**src/rtl/multi_road_signal_ctrl_pkg.sv**
```systemverilog
// Shared lamp codes, controller state encodings and small sizing helpers
// for the multi-road traffic-signal controller.
package multi_road_signal_ctrl_pkg;

    // Lamp driver encoding, identical for the main road and every side road.
    typedef enum logic [1:0] {
        LAMP_RED    = 2'd0,
        LAMP_YELLOW = 2'd1,
        LAMP_GREEN  = 2'd2,
        LAMP_OFF    = 2'd3
    } lamp_e;

    // Controller states; encoding 3'd7 is unused and recovers to ST_MAIN_GRN.
    typedef enum logic [2:0] {
        ST_MAIN_GRN    = 3'd0,
        ST_MAIN_YEL    = 3'd1,
        ST_RED_TO_SIDE = 3'd2,
        ST_SIDE_GRN    = 3'd3,
        ST_SIDE_YEL    = 3'd4,
        ST_RED_TO_MAIN = 3'd5,
        ST_FLASH       = 3'd6
    } state_e;

    // Index width for n side roads; a single road still needs one bit.
    function automatic int idx_width(input int n);
        if (n <= 1) begin
            return 1;
        end else begin
            return $clog2(n);
        end
    endfunction

endpackage

```
**src/rtl/multi_road_signal_ctrl_pick.sv**
```systemverilog
// Combinational round-robin picker: returns the first requesting side road
// at or after the pointer, wrapping modulo NUM_SIDE.
module multi_road_signal_ctrl_pick #(
    parameter int NUM_SIDE = 2,
    parameter int IDX_W    = 1
) (
    input  logic [NUM_SIDE-1:0] req_i,
    input  logic [IDX_W-1:0]    ptr_i,
    output logic [IDX_W-1:0]    idx_o,
    output logic                valid_o
);

    // Scan requests starting from the pointer; first hit wins.
    always_comb begin
        int                cand;
        logic [IDX_W-1:0]  cand_idx;
        idx_o    = '0;
        valid_o  = 1'b0;
        cand     = 0;
        cand_idx = '0;
        for (int k = 0; k < NUM_SIDE; k++) begin
            cand = int'(ptr_i) + k;
            if (cand >= NUM_SIDE) begin
                cand = cand - NUM_SIDE;
            end else begin
                cand = cand;
            end
            cand_idx = IDX_W'(cand);
            if (!valid_o && req_i[cand_idx]) begin
                valid_o = 1'b1;
                idx_o   = cand_idx;
            end else begin
                valid_o = valid_o;
            end
        end
    end

endmodule

```
**src/rtl/multi_road_signal_ctrl.sv**
```systemverilog
// Traffic-signal controller: main road rests on green, side roads are served
// round-robin on request, with min/max side green and a flash mode.
// All lamp outputs are registered from the next-state decode so lamps change
// on the edge that enters a state.
module multi_road_signal_ctrl
    import multi_road_signal_ctrl_pkg::*;
#(
    parameter  int NUM_SIDE       = 2,
    parameter  int MIN_GREEN      = 8,
    parameter  int MIN_SIDE_GREEN = 2,
    parameter  int MAX_SIDE_GREEN = 10,
    parameter  int Y2R_DELAY      = 3,
    parameter  int R2G_DELAY      = 2,
    parameter  int FLASH_HALF     = 4,
    parameter  int TIMER_W        = 8,
    localparam int IDX_W          = idx_width(NUM_SIDE)
) (
    input  logic                  CLOCK,
    input  logic                  CLEAR_N,
    input  logic [NUM_SIDE-1:0]   CAR_ON_SIDE_RD,
    input  logic                  FLASH_EN,
    output logic [1:0]            MAIN_SIG,
    output logic [2*NUM_SIDE-1:0] SIDE_SIG,
    output logic [IDX_W-1:0]      ACTIVE_SIDE
);

    // Last timer value of each dwell (timer counts 0..D-1 inside a state of D cycles).
    localparam logic [TIMER_W-1:0] T_MIN_GREEN = TIMER_W'(MIN_GREEN - 1);
    localparam logic [TIMER_W-1:0] T_MIN_SIDE  = TIMER_W'(MIN_SIDE_GREEN - 1);
    localparam logic [TIMER_W-1:0] T_MAX_SIDE  = TIMER_W'(MAX_SIDE_GREEN - 1);
    localparam logic [TIMER_W-1:0] T_Y2R       = TIMER_W'(Y2R_DELAY - 1);
    localparam logic [TIMER_W-1:0] T_R2G       = TIMER_W'(R2G_DELAY - 1);
    localparam logic [TIMER_W-1:0] T_FLASH     = TIMER_W'(FLASH_HALF - 1);
    localparam logic [IDX_W-1:0]   LAST_IDX    = IDX_W'(NUM_SIDE - 1);

    state_e                state_q, state_d;
    logic [TIMER_W-1:0]    timer_q, timer_d;
    logic [TIMER_W-1:0]    blink_cnt_q, blink_cnt_d;
    logic                  blink_q, blink_d;
    logic [IDX_W-1:0]      sel_q, sel_d;
    logic [IDX_W-1:0]      rr_q, rr_d;
    logic [IDX_W-1:0]      pick_idx_s;
    logic                  pick_valid_s;
    logic                  req_sel_s;
    lamp_e                 main_q, main_d;
    logic [2*NUM_SIDE-1:0] side_q, side_d;

    multi_road_signal_ctrl_pick #(
        .NUM_SIDE (NUM_SIDE),
        .IDX_W    (IDX_W)
    ) u_pick (
        .req_i   (CAR_ON_SIDE_RD),
        .ptr_i   (rr_q),
        .idx_o   (pick_idx_s),
        .valid_o (pick_valid_s)
    );

    assign req_sel_s = CAR_ON_SIDE_RD[sel_q];

    // State register.
    always_ff @(posedge CLOCK or negedge CLEAR_N) begin
        if (!CLEAR_N) begin
            state_q <= ST_MAIN_GRN;
        end else begin
            state_q <= state_d;
        end
    end

    // Next-state logic, selection latch and round-robin pointer advance.
    always_comb begin
        state_d = state_q;
        sel_d   = sel_q;
        rr_d    = rr_q;
        case (state_q)
            ST_MAIN_GRN: begin
                if (FLASH_EN) begin
                    state_d = ST_FLASH;
                end else if ((timer_q >= T_MIN_GREEN) && pick_valid_s) begin
                    state_d = ST_MAIN_YEL;
                    sel_d   = pick_idx_s;
                end else begin
                    state_d = ST_MAIN_GRN;
                end
            end
            ST_MAIN_YEL: begin
                if (timer_q >= T_Y2R) begin
                    state_d = ST_RED_TO_SIDE;
                end else begin
                    state_d = ST_MAIN_YEL;
                end
            end
            ST_RED_TO_SIDE: begin
                if (timer_q >= T_R2G) begin
                    state_d = ST_SIDE_GRN;
                end else begin
                    state_d = ST_RED_TO_SIDE;
                end
            end
            ST_SIDE_GRN: begin
                if (((timer_q >= T_MIN_SIDE) && !req_sel_s) || (timer_q >= T_MAX_SIDE)) begin
                    state_d = ST_SIDE_YEL;
                end else begin
                    state_d = ST_SIDE_GRN;
                end
            end
            ST_SIDE_YEL: begin
                if (timer_q >= T_Y2R) begin
                    state_d = ST_RED_TO_MAIN;
                    if (sel_q == LAST_IDX) begin
                        rr_d = '0;
                    end else begin
                        rr_d = sel_q + IDX_W'(1);
                    end
                end else begin
                    state_d = ST_SIDE_YEL;
                end
            end
            ST_RED_TO_MAIN: begin
                if (timer_q >= T_R2G) begin
                    state_d = ST_MAIN_GRN;
                end else begin
                    state_d = ST_RED_TO_MAIN;
                end
            end
            ST_FLASH: begin
                if (!FLASH_EN) begin
                    state_d = ST_RED_TO_MAIN;
                end else begin
                    state_d = ST_FLASH;
                end
            end
            default: begin
                state_d = ST_MAIN_GRN;
            end
        endcase
    end

    // Dwell timer (cleared on state entry, saturating) and flash blink phase.
    always_comb begin
        timer_d     = timer_q;
        blink_d     = 1'b0;
        blink_cnt_d = '0;
        if (state_d != state_q) begin
            timer_d = '0;
        end else if (timer_q != {TIMER_W{1'b1}}) begin
            timer_d = timer_q + TIMER_W'(1);
        end else begin
            timer_d = timer_q;
        end
        if ((state_d == ST_FLASH) && (state_q == ST_FLASH)) begin
            if (blink_cnt_q >= T_FLASH) begin
                blink_d     = ~blink_q;
                blink_cnt_d = '0;
            end else begin
                blink_d     = blink_q;
                blink_cnt_d = blink_cnt_q + TIMER_W'(1);
            end
        end else begin
            blink_d     = 1'b0;
            blink_cnt_d = '0;
        end
    end

    // Lamp decode from the state being entered.
    always_comb begin
        side_d = '0;
        case (state_d)
            ST_MAIN_GRN: main_d = LAMP_GREEN;
            ST_MAIN_YEL: main_d = LAMP_YELLOW;
            ST_FLASH:    main_d = blink_d ? LAMP_OFF : LAMP_YELLOW;
            default:     main_d = LAMP_RED;
        endcase
        for (int i = 0; i < NUM_SIDE; i++) begin
            if ((state_d == ST_SIDE_GRN) && (sel_d == IDX_W'(i))) begin
                side_d[2*i +: 2] = LAMP_GREEN;
            end else if ((state_d == ST_SIDE_YEL) && (sel_d == IDX_W'(i))) begin
                side_d[2*i +: 2] = LAMP_YELLOW;
            end else if (state_d == ST_FLASH) begin
                side_d[2*i +: 2] = blink_d ? LAMP_OFF : LAMP_RED;
            end else begin
                side_d[2*i +: 2] = LAMP_RED;
            end
        end
    end

    // Datapath registers: timer, blink counter/phase, selection and pointer.
    always_ff @(posedge CLOCK or negedge CLEAR_N) begin
        if (!CLEAR_N) begin
            timer_q     <= '0;
            blink_cnt_q <= '0;
            blink_q     <= 1'b0;
            sel_q       <= '0;
            rr_q        <= '0;
        end else begin
            timer_q     <= timer_d;
            blink_cnt_q <= blink_cnt_d;
            blink_q     <= blink_d;
            sel_q       <= sel_d;
            rr_q        <= rr_d;
        end
    end

    // Registered lamp outputs.
    always_ff @(posedge CLOCK or negedge CLEAR_N) begin
        if (!CLEAR_N) begin
            main_q <= LAMP_GREEN;
            side_q <= '0;
        end else begin
            main_q <= main_d;
            side_q <= side_d;
        end
    end

    assign MAIN_SIG    = main_q;
    assign SIDE_SIG    = side_q;
    assign ACTIVE_SIDE = sel_q;

endmodule

```
**config.mk**
```make
export PLATFORM = sky130hd
export DESIGN_NAME = multi_road_signal_ctrl
export DESIGN_NICKNAME = d
export VERILOG_FILES = /design/src/rtl/multi_road_signal_ctrl_pkg.sv /design/src/rtl/multi_road_signal_ctrl_pick.sv /design/src/rtl/multi_road_signal_ctrl.sv
export SDC_FILE = /design/constraint.sdc
export NUM_CORES = 1
export LEC_CHECK = 0
export ABC_AREA = 1
export BUFFER_PORTS_ARGS = -buffer_cell sky130_fd_sc_hd__buf_2
export CORE_UTILIZATION = 58
export DETAILED_ROUTE_END_ITERATION = 8
export PLACE_DENSITY = 0.87
export SLEW_MARGIN = 0
export SYNTH_ARGS = -nofsm -noshare
export SYNTH_HDL_FRONTEND = slang
export SYNTH_SLANG_ARGS = --single-unit
```
**constraint.sdc**
```tcl
create_clock -name CLOCK -period 1.9 [get_ports CLOCK]
set_input_delay 0.095 -clock CLOCK [delete_from_list [all_inputs] [get_ports CLOCK]]
set_output_delay 0.095 -clock CLOCK [all_outputs]
set_load 0.1 [all_outputs]
```
# --- Yosys cells after proc, flatten, opt, wreduce, memory -nomap -nowiden ---
# Index checks and enable logic that the tools add are counted.
classes:
  n_reduce_logical: 15
  add_sub_neg: 6
  bitwise_logic: 2
  n_mux: 39
  eq_ne: 12
  n_lt_le_gt_ge: 10
ops:
  columns: ["operator", "n"]
  rows:
  - ["two-way mux 8 bit", 4]
  - ["two-way mux 1 bit", 21]
  - ["one-hot mux 3 bit (7 select lines)", 1]
  - ["two-way mux 2 bit", 9]
  - ["adder 8 x 1 -> 8 bit, second input constant", 2]
  - [">= comparator 8 x 2 -> 1 bit, second input constant", 2]
  - ["equality test 3 bit, second input constant", 5]
  - ["equality test 3 x 2 -> 1 bit, second input constant", 3]
  - ["two-way mux 3 bit", 3]
  - [">= comparator 8 x 1 -> 1 bit, second input constant", 1]
  - [">= comparator 8 x 3 -> 1 bit, second input constant", 1]
  - [">= comparator 8 x 4 -> 1 bit, second input constant", 1]
  - ["logical AND 1 bit", 8]
  - ["!= test 8 bit, second input constant", 1]
  - ["equality test 3 x 1 -> 1 bit, second input constant", 2]
  - ["zero test 3 bit", 2]
  - ["< comparator 1 x 2 -> 1 bit, second input constant", 3]
  - ["one-hot mux 2 bit (3 select lines)", 1]
  - ["!= test 3 bit", 1]
  - ["adder 1 x 1 -> 2 bit, second input constant", 1]
  - [">= comparator 1 x 2 -> 1 bit, second input constant", 1]
  - [">= comparator 2 bit, second input constant", 1]
  - ["zero test 1 bit", 2]
  - ["inverter 1 bit", 2]
  - ["5 further kinds", 6]
totals:
  inputBits: 5
  word_cells: 92
  regBits: 28

# --- Depth between registers and ports, before layout ---
depth:
  ltp_word: 19
  mapped_depth: 14
  depth_no_buf: 14

# --- Cells and area by module ---
# Synthesis repeated with hierarchy kept, for this count alone.
hier_totals:
  hier_cells: 183
  area_unflattened_um2: 1557.7
modules_own_cells:
  columns: ["module", "cells_per_inst", "seq_area_each_um2", "n_inst", "area_per_inst_um2"]
  rows:
  - ["multi_road_signal_ctrl", 179, 701.9, 1, 1539.0]
  - ["multi_road_signal_ctrl_pick", 4, 0.0, 1, 18.8]

# --- Worst setup path after synthesis ---
# OpenSTA, ideal clock, no wires.
synth_path:
  path_type: "register -> register"
  from: "register sel_q (netlist: ACTIVE_SIDE)"
  to: "register timer_q[5]"
  arrival_ps: 1722
  setup_slack_ps: 57
  t_required_ps: 1779
  stages_incl_launch_ff: 10
  n_path_buf: 0
  cell_sequence: "dfrtp_1 -> nor2_1 -> a21oi_1 -> nand2_1 -> nand3_2 -> nand2_2 -> nand2_1 -> nand2_1 -> nand3_4 -> nor2_1"
synth_via:
  elab_chain_cells: 9
  elab_cells_between_ends: 10
  cone_classes: "eq/ne (1); mux (5); reduce/logical (4)"
synth_rtl:
  columns: ["item", "line", "text"]
  rows:
  - ["start: declaration", "multi_road_signal_ctrl.sv:40", "logic [IDX_W-1:0] sel_q, sel_d;"]
  - ["start signal: assignment", "multi_road_signal_ctrl.sv:198", "sel_q <= sel_d;"]
  - ["two-way mux 1 bit (implied by the code) (*) (2 in a row)", "multi_road_signal_ctrl.sv:58", "assign req_sel_s = CAR_ON_SIDE_RD[sel_q];"]
  - ["zero test 1 bit (*)", "multi_road_signal_ctrl.sv:100", "if (((timer_q >= T_MIN_SIDE) && !req_sel_s) || (timer_q >= T_MAX_SIDE)) begin"]
  - ["logical AND 1 bit (*)", "multi_road_signal_ctrl.sv:100", null]
  - ["logical OR 1 bit (*)", "multi_road_signal_ctrl.sv:100", null]
  - ["two-way mux 3 bit (*)", "multi_road_signal_ctrl.sv:100", null]
  - ["one-hot mux 3 bit (7 select lines) (*)", "multi_road_signal_ctrl.sv:74", "case (state_q)"]
  - ["via state_d[1]", "multi_road_signal_ctrl.sv:36", "state_e state_q, state_d;"]
  - ["!= test 3 bit (*)", "multi_road_signal_ctrl.sv:143", "if (state_d != state_q) begin"]
  - ["two-way mux 8 bit or nonzero test 2 bit (tied branches)", null, null]
  - ["end signal: assignment", "multi_road_signal_ctrl.sv:195", "timer_q <= timer_d;"]
  - ["end: declaration", "multi_road_signal_ctrl.sv:37", "logic [TIMER_W-1:0] timer_q, timer_d;"]
# The timed path passes the listed nets; every way through them passes the cells marked *. The select of a mux whose other input is x is not followed.
# A chain may end at the register's enable or synchronous reset.

# --- Worst setup path after layout ---
layout_path:
  from: "register timer_q[0]"
  to: "register timer_q[2]"
layout_via:
  elab_chain_cells: 7
  elab_cells_between_ends: 21
  cone_classes: "add/sub (1); order compare (4); eq/ne (2); mux (10); reduce/logical (4)"
layout_rtl:
  columns: ["item", "line"]
  rows:
  - [">= comparator 8 x 3 -> 1 bit or >= comparator 8 x 1 -> 1 bit (tied branches)", null]
  - ["logical AND 1 bit, on equally long branches", "multi_road_signal_ctrl.sv:78, multi_road_signal_ctrl.sv:100"]
  - ["two-way mux 1 bit or logical OR 1 bit (tied branches)", "multi_road_signal_ctrl.sv:78, multi_road_signal_ctrl.sv:100"]
  - ["two-way mux 3 bit, on equally long branches", "multi_road_signal_ctrl.sv:76, multi_road_signal_ctrl.sv:100"]
  - ["one-hot mux 3 bit (7 select lines) (*)", "multi_road_signal_ctrl.sv:74"]
  - ["via state_d[0]", "multi_road_signal_ctrl.sv:36"]
  - ["!= test 3 bit (*)", "multi_road_signal_ctrl.sv:143"]
  - ["two-way mux 8 bit or nonzero test 2 bit (tied branches)", null]
# Marked as above.

==> flow_summary.yaml <==
status:
  status: "finished, final reports clean"
layout:
  finalNetCount: 218
  drive_gt1_share_pct: 28.02
  instances_no_fill: 235
  mostFrequentLayoutCells: "28 x nand2_1, 27 x dfrtp_1, 23 x nor2_1, 20 x inv_1"
  final_core_util_pct: 77.02
  area_growth_pct: 22.46
  diodes: 0
  final_common_cell: "nand2_1"
synthesis:
  syn_inst: 178
  syn_area_per_cell_um2: 8.041
  netlist_area_mm2: 0.001431
  synth.ff_latch_count: 28
  ys_warn_count: 0
  yosysUniqueCellTypes: 25
  ys_seq_area_share_pct: 49.04
die:
  io-pin-count: 12
  rows: 17
  core_mm2: 0.002276
  die_y_um: 51.68
  dieArea_mm2: 0.002670
  initial_core_util_pct: 62.89
  die_width_um: 51.68
timing:
  finalCritPeriodShare_pct: 97.92
  finClkSkew_ns: 0.005137
  period_minus_slack_ns: 1.861
  finalSetupViolCount: 0
  timing.slew.headroom_pct: 60.33
  fmax_mhz: 537.5
  hold_slack_ns: 0.1253
  final_max_slew_viol_count: 0
  hold_viol: 0
  rsz0062_at_grt: "true"
  worst_slew_pin_slew_ns: 0.5950
drt:
  vias_per_cell: 5.379
  wl_um: 3119
  drc: 0
  ant_nets: 0
  dr.pass1.iters: 4
  dr.first_iter.drc_count: 41
  via_count: 1264
  avgRoutedWirePerCell_um: 13.27
worst_setup_path:
  crit_chain: "buf_6, ha_4, inv_2, nand2_1, nor2_1, nand2_2, nand2_2, nand2_2, nor2_4, nand3_4, nand2_4, nand3_4, nor2_1"
  cp_slowest_cell: "dfrtp_1"
  crit_type: "reg -> reg"
  worstSetupStartpointType: "register"
  end_kind: "register"
  cp.required_ns: 2.17
  arrival_ns: 2.13
  cp_common_cell: "nand2_2"
  crit_fanout: 8
  slowest_delay_ns: 0.44
grt:
  grt_first_pass_wirelength_um: 4671
  track_usage_pct: 24.21
  antenna_found_initial: 0
  overflow: 0
  grt_pass1_vias: 1148
  grt_max_degree: 29
power:
  p_clk_share_pct: 13.5
  power.net_switching_mw: 1.381
  power_density_mw_per_mm2: 1621
  swShare_pct: 48.59
  internal-power_mw: 1.461
  p_seq_share_pct: 28.7
  p_comb_share_pct: 57.8
  peakVddDrop_mv: 1.240
  total_power_mw: 2.842
  leakage_nw: 0.8925
place:
  dpl.hpwl_um: 2097
  placedCellCount: 221
  gp_routability_congestion: 0.8582
  io_buffers: 11
clock_tree:
  path_clk_slew_ns: 0.14
  cts_buffers: 3
  htree_num_levels: 1
  clockRootBuffer: "clkbuf_4"
  clock_sinks: 28
  clockBufferDepth: 2
  clk_latency_ns: 0.33
  cts_tree: "done"
run:
  max_cap_viol_count: 0
hold_path:
  holdCritPathClass: "in -> reg"
-- routing by layer --
metal / wire, um / part of all wire (%) / track usage (%)
met5: 0 / 0 / 0
met1: 1296 / 42 / 28.24
met4: 56 / 1.8 / 8.108
met2: 1670 / 54 / 46.32
met3: 96 / 3.1 / 1.754
-- final cells by class --
type | instances | area (um^2)
multi-input combinational | 130 | 737.0
inverter | 24 | 90.09
sequential | 28 | 701.9
tap | 28 | 35.03
fill | 153 | 523.0
clock inverter | 1 | 30.03
clock buffer | 3 | 22.52
timing repair buffer | 21 | 136.4
-- registers in the layout, indices dropped and copies added, names as in the netlist --
register / count
ACTIVE_SIDE: 1
blink_cnt_q: 8
MAIN_SIG: 2
SIDE_SIG: 4
rr_q: 1
blink_q: 1
timer_q: 8
state_q: 3
-- cell usage after synthesis (all sizes together) --
library cell | instances | area (um^2)
a21oi | 2 | 10.01
a31oi | 1 | 6.260
and3 | 1 | 6.260
buf | 1 | 5.000
conb | 1 | 3.750
dfrtp | 27 | 675.7
dfstp | 1 | 26.28
ha | 5 | 62.56
inv | 24 | 90.08
nand2 | 39 | 153.9
nand3 | 13 | 87.59
nand4 | 4 | 25.02
nor2 | 34 | 132.6
nor3 | 4 | 20.02
o21ai | 15 | 78.83
o21bai | 2 | 15.01
or2 | 1 | 6.260
xor2 | 3 | 26.28
-- metrics by stage --
stage | setup TNS (ns) | area, um^2 | setup WS [ns]
floorplan | 0 | 1450 | 0.05714
detailed placement | 0 | 1535 | 0.04141
CTS | 0 | 1598 | 0.01798
global placement | 0 | 1535 | 0.1438
finish | 0 | 1753 | 0.03945
global route | -0.3539 | 1753 | -0.05078
-- cells by family (layout without fill, tap and decap cells) --
kind of cell	count (synthesis)	in the layout	share of synthesized area (%)
DFF	28	28	49.04
buffers and inverters	25	49	6.643
xor gates and xnor gates	3	3	1.836
AOI/OAI and AO/OA	20	20	7.693
other	1	6	0.2620
and+or+nand+nor	96	96	30.16
adders and majority gates	5	5	4.371
-- worst max-delay path, delay by kind of cell, from the launching register on --
kind	cells	cell delay, ns
flops	1	0.44
buf+inv	2	0.19
fa+ha+maj	1	0.14
simple gates	10	1.03
-- final timing paths --
| kind | startpoint | to | slack, ns | depth (start not counted) |
|---|---|---|---|---|
| max | timer_q[0] | timer_q[2] | 0.04 | 13 |
| min | CAR_ON_SIDE_RD[1] | ACTIVE_SIDE | 0.13 | 3 |
| max reg2reg | timer_q[0] | timer_q[2] | 0.04 | 13 |
| min reg2reg | blink_cnt_q[0] | blink_cnt_q[0] | 0.44 | 1 |
| max in group asynchronous | CLEAR_N | timer_q[7] | 1.21 | 2 |
| min in group asynchronous | CLEAR_N | state_q[0] | 0.30 | 2 |
-- power by group through the flow --
stage          logic [mW]  clock network (mW)  registers (mW)
4_1_cts              1.25               0.389           0.808
5_1_grt              1.76               0.413           0.825
6_report             1.64               0.383           0.817
3_5_place_dp         1.25                   0           0.821
3_3_place_gp         1.19                   0           0.813
2_1_floorplan       0.748                   0            1.07
-- repair_timing --
item	4_1_cts	5_1_grt
hold endpoints to repair	27	0
gates resized for setup	0	29
setup endpoints to repair	0	14
hold buffers	1	0
buffers inserted	0	9
Note: power is estimated with default switching activity, not from simulation.
